`src/rtl/cacheline_adapter.sv`:
```
// cacheline_adapter: converts one cacheline read/write request into a
// fixed-length burst of narrower memory beats, with a one-cycle completion pulse.
module cacheline_adapter #(
    parameter int LINE_WIDTH  = 256,
    parameter int BURST_WIDTH = 64
) (
    input  logic                   clk,
    input  logic                   rst_n,
    input  logic                   read_i,
    input  logic                   write_i,
    input  logic [31:0]            address_i,
    input  logic [LINE_WIDTH-1:0]  line_i,
    output logic [LINE_WIDTH-1:0]  line_o,
    output logic                   resp_o,
    output logic                   read_o,
    output logic                   write_o,
    output logic [31:0]            address_o,
    output logic [BURST_WIDTH-1:0] burst_o,
    input  logic [BURST_WIDTH-1:0] burst_i,
    input  logic                   resp_i
);

    localparam int BEATS = LINE_WIDTH / BURST_WIDTH;
    localparam int BW    = (BEATS > 1) ? $clog2(BEATS) : 1;

    localparam logic [BW-1:0] LAST_BEAT  = BW'(BEATS - 1);
    localparam logic [31:0]   ALIGN_MASK = ~32'(LINE_WIDTH / 8 - 1);

    typedef enum logic [1:0] {
        IDLE,
        READ,
        WRITE,
        DONE
    } state_e;

    state_e                  state_q, state_d;
    logic [LINE_WIDTH-1:0]   line_q, line_d;
    logic [31:0]             addr_q, addr_d;
    logic [BW-1:0]           beat_q, beat_d;

    // State and datapath registers with synchronous active-low reset.
    always_ff @(posedge clk) begin
        if (!rst_n) begin
            state_q <= IDLE;
            line_q  <= '0;
            addr_q  <= '0;
            beat_q  <= '0;
        end else begin
            state_q <= state_d;
            line_q  <= line_d;
            addr_q  <= addr_d;
            beat_q  <= beat_d;
        end
    end

    // Next-state: accept in IDLE (write wins), step beats on each memory ack.
    always_comb begin
        state_d = state_q;
        line_d  = line_q;
        addr_d  = addr_q;
        beat_d  = beat_q;
        unique case (state_q)
            IDLE: begin
                if (write_i) begin
                    state_d = WRITE;
                    addr_d  = address_i & ALIGN_MASK;
                    line_d  = line_i;
                    beat_d  = '0;
                end else if (read_i) begin
                    state_d = READ;
                    addr_d  = address_i & ALIGN_MASK;
                    beat_d  = '0;
                end
            end
            READ: begin
                if (resp_i) begin
                    line_d[beat_q*BURST_WIDTH +: BURST_WIDTH] = burst_i;
                    beat_d = beat_q + 1'b1;
                    if (beat_q == LAST_BEAT) begin
                        state_d = DONE;
                    end
                end
            end
            WRITE: begin
                if (resp_i) begin
                    beat_d = beat_q + 1'b1;
                    if (beat_q == LAST_BEAT) begin
                        state_d = DONE;
                    end
                end
            end
            DONE: begin
                state_d = IDLE;
            end
            default: begin
                state_d = IDLE;
            end
        endcase
    end

    // Moore outputs; the line and address come straight from the registers.
    always_comb begin
        read_o    = (state_q == READ);
        write_o   = (state_q == WRITE);
        resp_o    = (state_q == DONE);
        line_o    = line_q;
        address_o = addr_q;
        burst_o   = line_q[beat_q*BURST_WIDTH +: BURST_WIDTH];
    end

endmodule
```
`config.mk`:
```
export PLATFORM = sky130hd
export DESIGN_NAME = cacheline_adapter
export DESIGN_NICKNAME = d
export VERILOG_FILES = /design/src/rtl/cacheline_adapter.sv
export SDC_FILE = /design/constraint.sdc
export NUM_CORES = 1
export LEC_CHECK = 0
export CELL_PAD_IN_SITES_DETAIL_PLACEMENT = 2
export CELL_PAD_IN_SITES_GLOBAL_PLACEMENT = 2
export CORE_ASPECT_RATIO = 0.5
export CORE_MARGIN = 10
export CORE_UTILIZATION = 26
export DETAILED_ROUTE_END_ITERATION = 12
export PLACE_DENSITY = 0.91
export SKIP_CTS_REPAIR_TIMING = 1
export SLEW_MARGIN = 20
export SYNTH_ARGS = -nofsm -noshare
export SYNTH_HDL_FRONTEND = slang
export SYNTH_SLANG_ARGS = --single-unit
```
`constraint.sdc`:
```
create_clock -name clk -period 3.83 [get_ports clk]
set_input_delay 0.766 -clock clk [delete_from_list [all_inputs] [get_ports clk]]
set_output_delay 0.766 -clock clk [all_outputs]
set_load 0.05 [all_outputs]
```
==> summary.md <==
Power spread over the standard cell area amounts to 1010 mW/mm2. The net total in the final layout was 2673; the register bit count reported by yosys was 287. The critical path arrival came out at 3.04 ns. Cell at the root of the clock tree: sky130_fd_sc_hd__clkbuf_16.

The floorplan step defined a core boundary enclosing 0.0598 mm2. The number of global-route vias before repair is 20900, and the routed length per placed instance is 36.7 um. In this run the remaining antenna-violating nets after routing total 0. For the final global-route overflow total, the log shows 0. The achievable frequency is 0.262 GHz, and the area overhead of the layout relative to synthesis is 55.3%. TritonCTS built the clock tree. The pin count of the biggest net entering global routing is 127, and the number of clock sinks is 287. For this design the static power due to leakage is 8.01 nW.

The mux contribution to synthesized area is 9.24%. The logs give 0.0155 ns for the clock skew after layout and 0.0233 mm2 for the cell area after placement. The run gives 0.0247 mm2 as the finished layout cell area.

The critical path goes through buf_12 > mux4_2 > clkdlybuf4s50_1. The flow ran to the end, and the final reports show no timing, DRC or antenna violations. Summing the areas of all compound-gate instances in the mapped netlist gives 24.1% of the synthesized area. The post-layout minimum cycle time was 3.81 ns; the number of levels in the clock H-tree was 1.

The final layout contains routed wiring with a total length of 118 mm. After detailed placement, the design holds a cell count of 3076. The floorplan step set the die width to 369 um. The run gives 0.933 as the weighted congestion reported at the end of routability-driven placement.

The count of cells in the finished layout, fillers not included, comes to 3224. The largest vdd supply drop was 0.644 mV; the via count was 20000. The count of different cell masters after synthesis was 35; the number of standard cells after synthesis was 1750. The number of clock buffers added by TritonCTS is 31.

Using the TritonRoute via totals, the vias-per-cell ratio works out to 6.19. Port buffering added 701 buffers. The fraction of synthesized cell area in xor and xnor cells was 0%; the mean instance size in the synthesized netlist was 9.07 um2.

The boundary pin count was 712. For this run, the total global-route usage over all layers was measured as 30.1%. The synthesized-area fraction occupied by adder cells is 0.788%.

After layout, the worst path uses 99.5% of the clock period. For this design, the slowest cell found on the critical path is sky130_fd_sc_hd__dfxtp_4. The tool flagged a number of max-cap violations equal to 0.

The first detailed-routing pass took 5 iterations. Measured against its own limit, the worst slew margin works out to 23.7%. The worst endpoint required time was 3.06 ns; the biggest fanout along the worst timing path was 35.

For the pre-CTS setup slack, the log shows 0.392 ns. The floorplan has 63 rows. Half-perimeter wire length of the detailed placement result: 79.5 mm.

Utilization after layout: 41.2%. The die span in y is 195 um. The run gives 0 as the number of endpoints with negative hold slack in the final report. The post-layout worst setup margin is 0.0200 ns, and the clock-pin slew of the registers on the worst-case setup and hold paths is 0.07 ns. The logs give 0.0719 mm2 for the area of the die and 85 for the number of antenna violations at the first check in global routing. The critical path in this run is classified as flip-flop to output port. The number of setup violations in the final report was 0. For this configuration, the core starts out at a cell density of 26.5%.

Startpoint class of the critical path: a flip-flop. The synthesized netlist devotes 21.2% of its cell area to simple gates. The tools report the post-detailed-route DRC marker count as 0. At the pin with the least slew margin, the transition time is 1.14 ns. The mapped netlist covers 0.0159 mm2. In this run, the number of DRC markers left after iteration 0 of detailed routing was 2398. The share of post-route cells with drive strength above 1 is 8.98%, and the register area share after synthesis is 36.2%.

The kind of path behind the tightest hold check was flip-flop to flip-flop. The worst stage delay on the critical path is 0.84 ns. Maximum buffer depth of the clock tree: 3. The dominant combinational cell family by area after synthesis is compound AO/OA/AOI/OAI gates. Type of element capturing the critical path: an output port. The number of max-slew violations in the final report is 0. Setup repair after global routing left no endpoint under its margin. At the later pin of the worst-skew pair, clock insertion delay measures 0.62 ns.

The count of warnings emitted by yosys was 0. The design draws 0.0249 W. The first global-routing pass estimated 162 mm of wire.
[placed cells by master, fill, tap and decap left out, types with 2 or more instances in the layout]
cell                              count
sky130_fd_sc_hd__nor2b_1              5
sky130_fd_sc_hd__clkbuf_8             5
sky130_fd_sc_hd__ha_4                 2
sky130_fd_sc_hd__nor2b_4              3
sky130_fd_sc_hd__buf_4               42
sky130_fd_sc_hd__nand3_1            129
sky130_fd_sc_hd__a21bo_4              3
sky130_fd_sc_hd__a311oi_1           244
sky130_fd_sc_hd__nand2_1             58
sky130_fd_sc_hd__mux4_2              64
sky130_fd_sc_hd__clkinv_2             4
sky130_fd_sc_hd__a311oi_2             8
sky130_fd_sc_hd__conb_1               5
sky130_fd_sc_hd__inv_1                4
sky130_fd_sc_hd__clkbuf_16           31
sky130_fd_sc_hd__o221a_2              4
sky130_fd_sc_hd__nand4_1            126
sky130_fd_sc_hd__ha_2                 2
sky130_fd_sc_hd__nor3b_1              2
sky130_fd_sc_hd__o311ai_0             4
sky130_fd_sc_hd__a21oi_1            283
sky130_fd_sc_hd__o21ai_0              4
sky130_fd_sc_hd__ha_1                 6
sky130_fd_sc_hd__dfxtp_1            285
sky130_fd_sc_hd__nand2b_1           254
sky130_fd_sc_hd__buf_12              17
sky130_fd_sc_hd__bufinv_16            4
sky130_fd_sc_hd__clkinvlp_4           4
sky130_fd_sc_hd__clkdlybuf4s50_1    701
sky130_fd_sc_hd__clkbuf_1             4
sky130_fd_sc_hd__and2_2               3
sky130_fd_sc_hd__diode_2             84
sky130_fd_sc_hd__dfxtp_4              2
[worst paths after layout]
kind / endpoint / cells past startpoint / from / slack [ns]
setup / recovery: burst_o[63] / 3 / beat_q[1]$_SDFFE_PN0P_ / 0.02
hold / removal: address_o[25]$_SDFFE_PN0P_ / 2 / address_o[25]$_SDFFE_PN0P_ / 0.46
setup reg to reg: line_o[223]$_SDFFE_PN0P_ / 6 / beat_q[1]$_SDFFE_PN0P_ / 0.38
hold reg to reg: address_o[25]$_SDFFE_PN0P_ / 2 / address_o[25]$_SDFFE_PN0P_ / 0.46
[logic make-up after synthesis]
group / after synthesis
simple gates: 586
compound gates: 554
flops: 287
buf+inv: 246
mux: 66
fa+ha+maj: 10
other cells: 1
[registers in the layout, indices dropped and copies added, names as in the netlist]
| register | count |
|---|---|
| line_o | 256 |
| address_o | 27 |
| beat_q | 2 |
| state_q | 2 |
[cell type report]
class / instances / area, um2
Clock buffer: 40 / 860
Timing Repair Buffer: 760 / 7670
Multi-Input combinational cell: 1221 / 8910
Clock inverter: 15 / 205
Tap cell: 812 / 1020
Sequential cell: 287 / 5750
Inverter: 5 / 26.3
Fill cell: 6366 / 35200
Antenna cell: 84 / 210
[cells in the mapped netlist]
| library cell | number | area share, % |
|---|---|---|
| sky130_fd_sc_hd__o311ai_0 | 4 | 0.22 |
| sky130_fd_sc_hd__nand2_1 | 58 | 1.4 |
| sky130_fd_sc_hd__or3b_2 | 1 | 0.055 |
| sky130_fd_sc_hd__nand2b_1 | 254 | 10 |
| sky130_fd_sc_hd__o21ai_0 | 4 | 0.13 |
| sky130_fd_sc_hd__or3_1 | 1 | 0.039 |
| sky130_fd_sc_hd__buf_2 | 68 | 2.1 |
| sky130_fd_sc_hd__and3b_1 | 1 | 0.055 |
| sky130_fd_sc_hd__a21boi_0 | 1 | 0.047 |
| sky130_fd_sc_hd__buf_1 | 12 | 0.28 |
| sky130_fd_sc_hd__mux2i_1 | 1 | 0.063 |
| sky130_fd_sc_hd__and4bb_1 | 1 | 0.079 |
| sky130_fd_sc_hd__nor2b_1 | 8 | 0.32 |
| sky130_fd_sc_hd__a311oi_2 | 8 | 0.76 |
| sky130_fd_sc_hd__o21a_1 | 1 | 0.047 |
| sky130_fd_sc_hd__a21bo_1 | 3 | 0.19 |
| sky130_fd_sc_hd__a21oi_1 | 283 | 8.9 |
| sky130_fd_sc_hd__buf_4 | 28 | 1.3 |
| sky130_fd_sc_hd__nand4_1 | 126 | 5.0 |
| sky130_fd_sc_hd__o221a_2 | 4 | 0.28 |
| sky130_fd_sc_hd__dfxtp_1 | 287 | 36 |
| sky130_fd_sc_hd__a21bo_2 | 1 | 0.063 |
| sky130_fd_sc_hd__mux2_4 | 1 | 0.095 |
| sky130_fd_sc_hd__o21ai_1 | 1 | 0.031 |
| sky130_fd_sc_hd__mux4_2 | 64 | 9.1 |
| sky130_fd_sc_hd__nor2_1 | 1 | 0.024 |
| sky130_fd_sc_hd__nor3b_1 | 2 | 0.095 |
| sky130_fd_sc_hd__conb_1 | 1 | 0.024 |
| sky130_fd_sc_hd__ha_1 | 10 | 0.79 |
| sky130_fd_sc_hd__clkbuf_1 | 104 | 2.5 |
| sky130_fd_sc_hd__buf_6 | 29 | 2.1 |
| sky130_fd_sc_hd__a311oi_1 | 244 | 13 |
| sky130_fd_sc_hd__and2_1 | 4 | 0.16 |
| sky130_fd_sc_hd__inv_1 | 5 | 0.12 |
| sky130_fd_sc_hd__nand3_1 | 129 | 4.1 |
[layer usage]
layer	wire, um	GRT usage [%]	vias up
li1	-	-	7944
met1	41900	34.3	10200
met2	58000	49.7	1319
met3	8580	5.37	494
met4	9650	23.1	12
met5	77	0	-
[critical path, delay by kind of cell (launching register included)]
kind                   cells  cell delay (ns)
flip-flops                 1             0.84
multiplexers               1             0.43
buffers and inverters      2             1.07
[where the power goes]
group	switching, W	leakage [nW]	total, W	internal (W)
logic	0.0106	5.12	0.0156	0.00502
registers	0.00171	2.38	0.00591	0.00420
clock network	0.00150	0.514	0.00336	0.00186
[stage by stage]
stage	setup TNS [ns]	hold WS, ns
after floorplan	0	0.483
final	0	0.457
after global routing	0	0.467
after detailed placement	0	0.450
after CTS	-5.81	0.461
after global placement	0	0.443
No activity file was read; power rests on OpenSTA's default activity.
==> variant: new RTL, config.mk and constraints unchanged <==
Put a register stage on the output `address_o`, without a reset. The value now appears one clock later. The other outputs are not delayed to match.
--- a/src/rtl/cacheline_adapter.sv
+++ b/src/rtl/cacheline_adapter.sv
@@ -33,4 +33,6 @@
         DONE
     } state_e;
+
+    logic [31:0] address_d;
 
     state_e                  state_q, state_d;
@@ -105,7 +107,11 @@
         resp_o    = (state_q == DONE);
         line_o    = line_q;
-        address_o = addr_q;
+        address_d = addr_q;
         burst_o   = line_q[beat_q*BURST_WIDTH +: BURST_WIDTH];
     end
 
+    always_ff @(posedge clk) begin
+        address_o <= address_d;
+    end
+
 endmodule
Function: changed (a bounded check fails within 4 cycles, from zero or initial values and one cycle with rst_n low).
==> variant against the original RTL <==
- routed wire length decreased by 1.1%
- register-to-register slack improved by 490 ps
- critical endpoint is now burst_o[24]
- largest cell class unchanged
- sequential cell count increased by 27
- final area increased by 2.6%
- largest power group unchanged
- sequential power increased by 5.4%
- synthesized area increased by 3.4%
- total power increased by 2.8%
- synthesized cell count increased by 1.5%
- setup slack improved by 340 ps
- first-iteration DRC count decreased by 14%
- highest routed layer unchanged
==> variant: results (changes against the original RTL) <==
[cells_and_area]
num-clock-buffers=46  ; +15%
seqCellArea_mm2=0.006294  ; +9.4%
multi_input_comb_area_mm2=0.008920  ; about the same
drive_gt1_share_pct=8.805  ; -0.17 points
n_all_buffers=751  ; -1.2%
fill_cells=6736  ; +5.8%
stdcell_count=3265  ; +1.3%
clk_share_pct=4.873  ; +0.55 points
num-nets-final=2695  ; +0.82%
insertedDiodeCount=77  ; -8.3%

[sta]
worst_slew_margin_rel_pct=28.14  ; +4.5 points
worst_slack_ps=360.6  ; +340.6 ps
holdWs_ps=349.1  ; -108.3 ps

[power_and_ir_drop]
p_comb_share_pct=60.6  ; -2.1 points
p_switching_uw=13830  ; about the same
swShare_pct=54.03  ; -1.5 points
power_leakage_uw=0.008281  ; +3.4%
p_clk_share_pct=15.0  ; +1.5 points
ir_drop_v=0.0005854  ; -9.1%

[place]
dpl_worst_slack_ps=732.5  ; +340.1 ps
placed_area_mm2=0.02387  ; +2.5%
place.gp.congestion=0.9091  ; -2.6%
dpl.hpwl_um=81120  ; +2.0%
dp_cells=3128  ; +1.7%

[synthesis]
synth_seq_cells=314  ; +9.4%
syn_area_mm2=0.01642  ; +3.4%
synth_commonest_cells=dfxtp_1, a21oi_1, nand2b_1
synthTopCellsByArea=dfxtp_1, a311oi_1, nand2b_1
synth_compound_area_share_pct=23.35  ; -0.80 points
synth_warnings=0  ; unchanged
synthMuxAreaShare_pct=8.932  ; -0.30 points
synthAdderAreaFrac_pct=0.7621  ; -0.026 points
synthesis.instances=1777  ; +1.5%

[setup_path]
ff2ff_setup_slack_ps=870  ; +490 ps
arrival_ps=2700  ; -340 ps
startpoint=beat_q[0]
r2r_cells=7  ; +1
r2r-end=line_o[232]
crit_end=burst_o[24]
reg2reg_from=state_q[1]
crit_fanout=32  ; -8.6%

[global_routing]
grt_pass1_vias=21500  ; +3.0%
grt_max_degree=119  ; -6.3%
antenna_found_initial=78  ; -8.2%
grt_usage_pct=28.97  ; -1.1 points
grt_pass1_wl_um=160700  ; -0.80%

[worst_hold_path]
hold_start=addr_q[7]

[run_status]
status=completed

[detailed_routing]
via_per_inst=6.135  ; -0.88%
drt_iter0_drc=2070  ; -14%
avgRoutedWirePerCell_um=35.83  ; -2.3%

[clock_network]
clk_latency_ps=560  ; -60 ps
cts_made_buffers=35  ; +13%

[variant: cell types whose count changed after synthesis]
cell	unedited run	this run
dfxtp_1	287	314
[variant: cell families (layout without fill, tap and decap cells)]
group           count (synthesis)  after routing
buf+inv                       246            816
mux                            66             66
flops                         314            314
simple gates                  586            586
other cells                     1             82
fa+ha+maj                      10             10
compound gates                554            554
[variant: layer usage]
layer  track usage [%]  wire length, um  vias to the layer above  share of wire, %
li1                  -                -                     8004                 -
met1             31.84            41100                    10220                35
met2             49.63            58240                     1301                50
met3             5.733             8658                      501               7.4
met4             21.70             8953                        8               7.7
met5                 0               48                        -             0.041
[variant: worst min-delay path by stage]
stage / to / cells after the start
floorplan: address_o[10] / 0
global placement: address_o[23] / 0
detailed placement: address_o[6] / 0
CTS: address_o[6] / 0
global route: address_o[7] / 0
finish: address_o[7] / 0
[variant: worst max-delay path, stage by stage, from the launching register on]
cell	delay [ps]
dfxtp_4	400
buf_12	250
mux4_2	660
clkdlybuf4s50_1	750
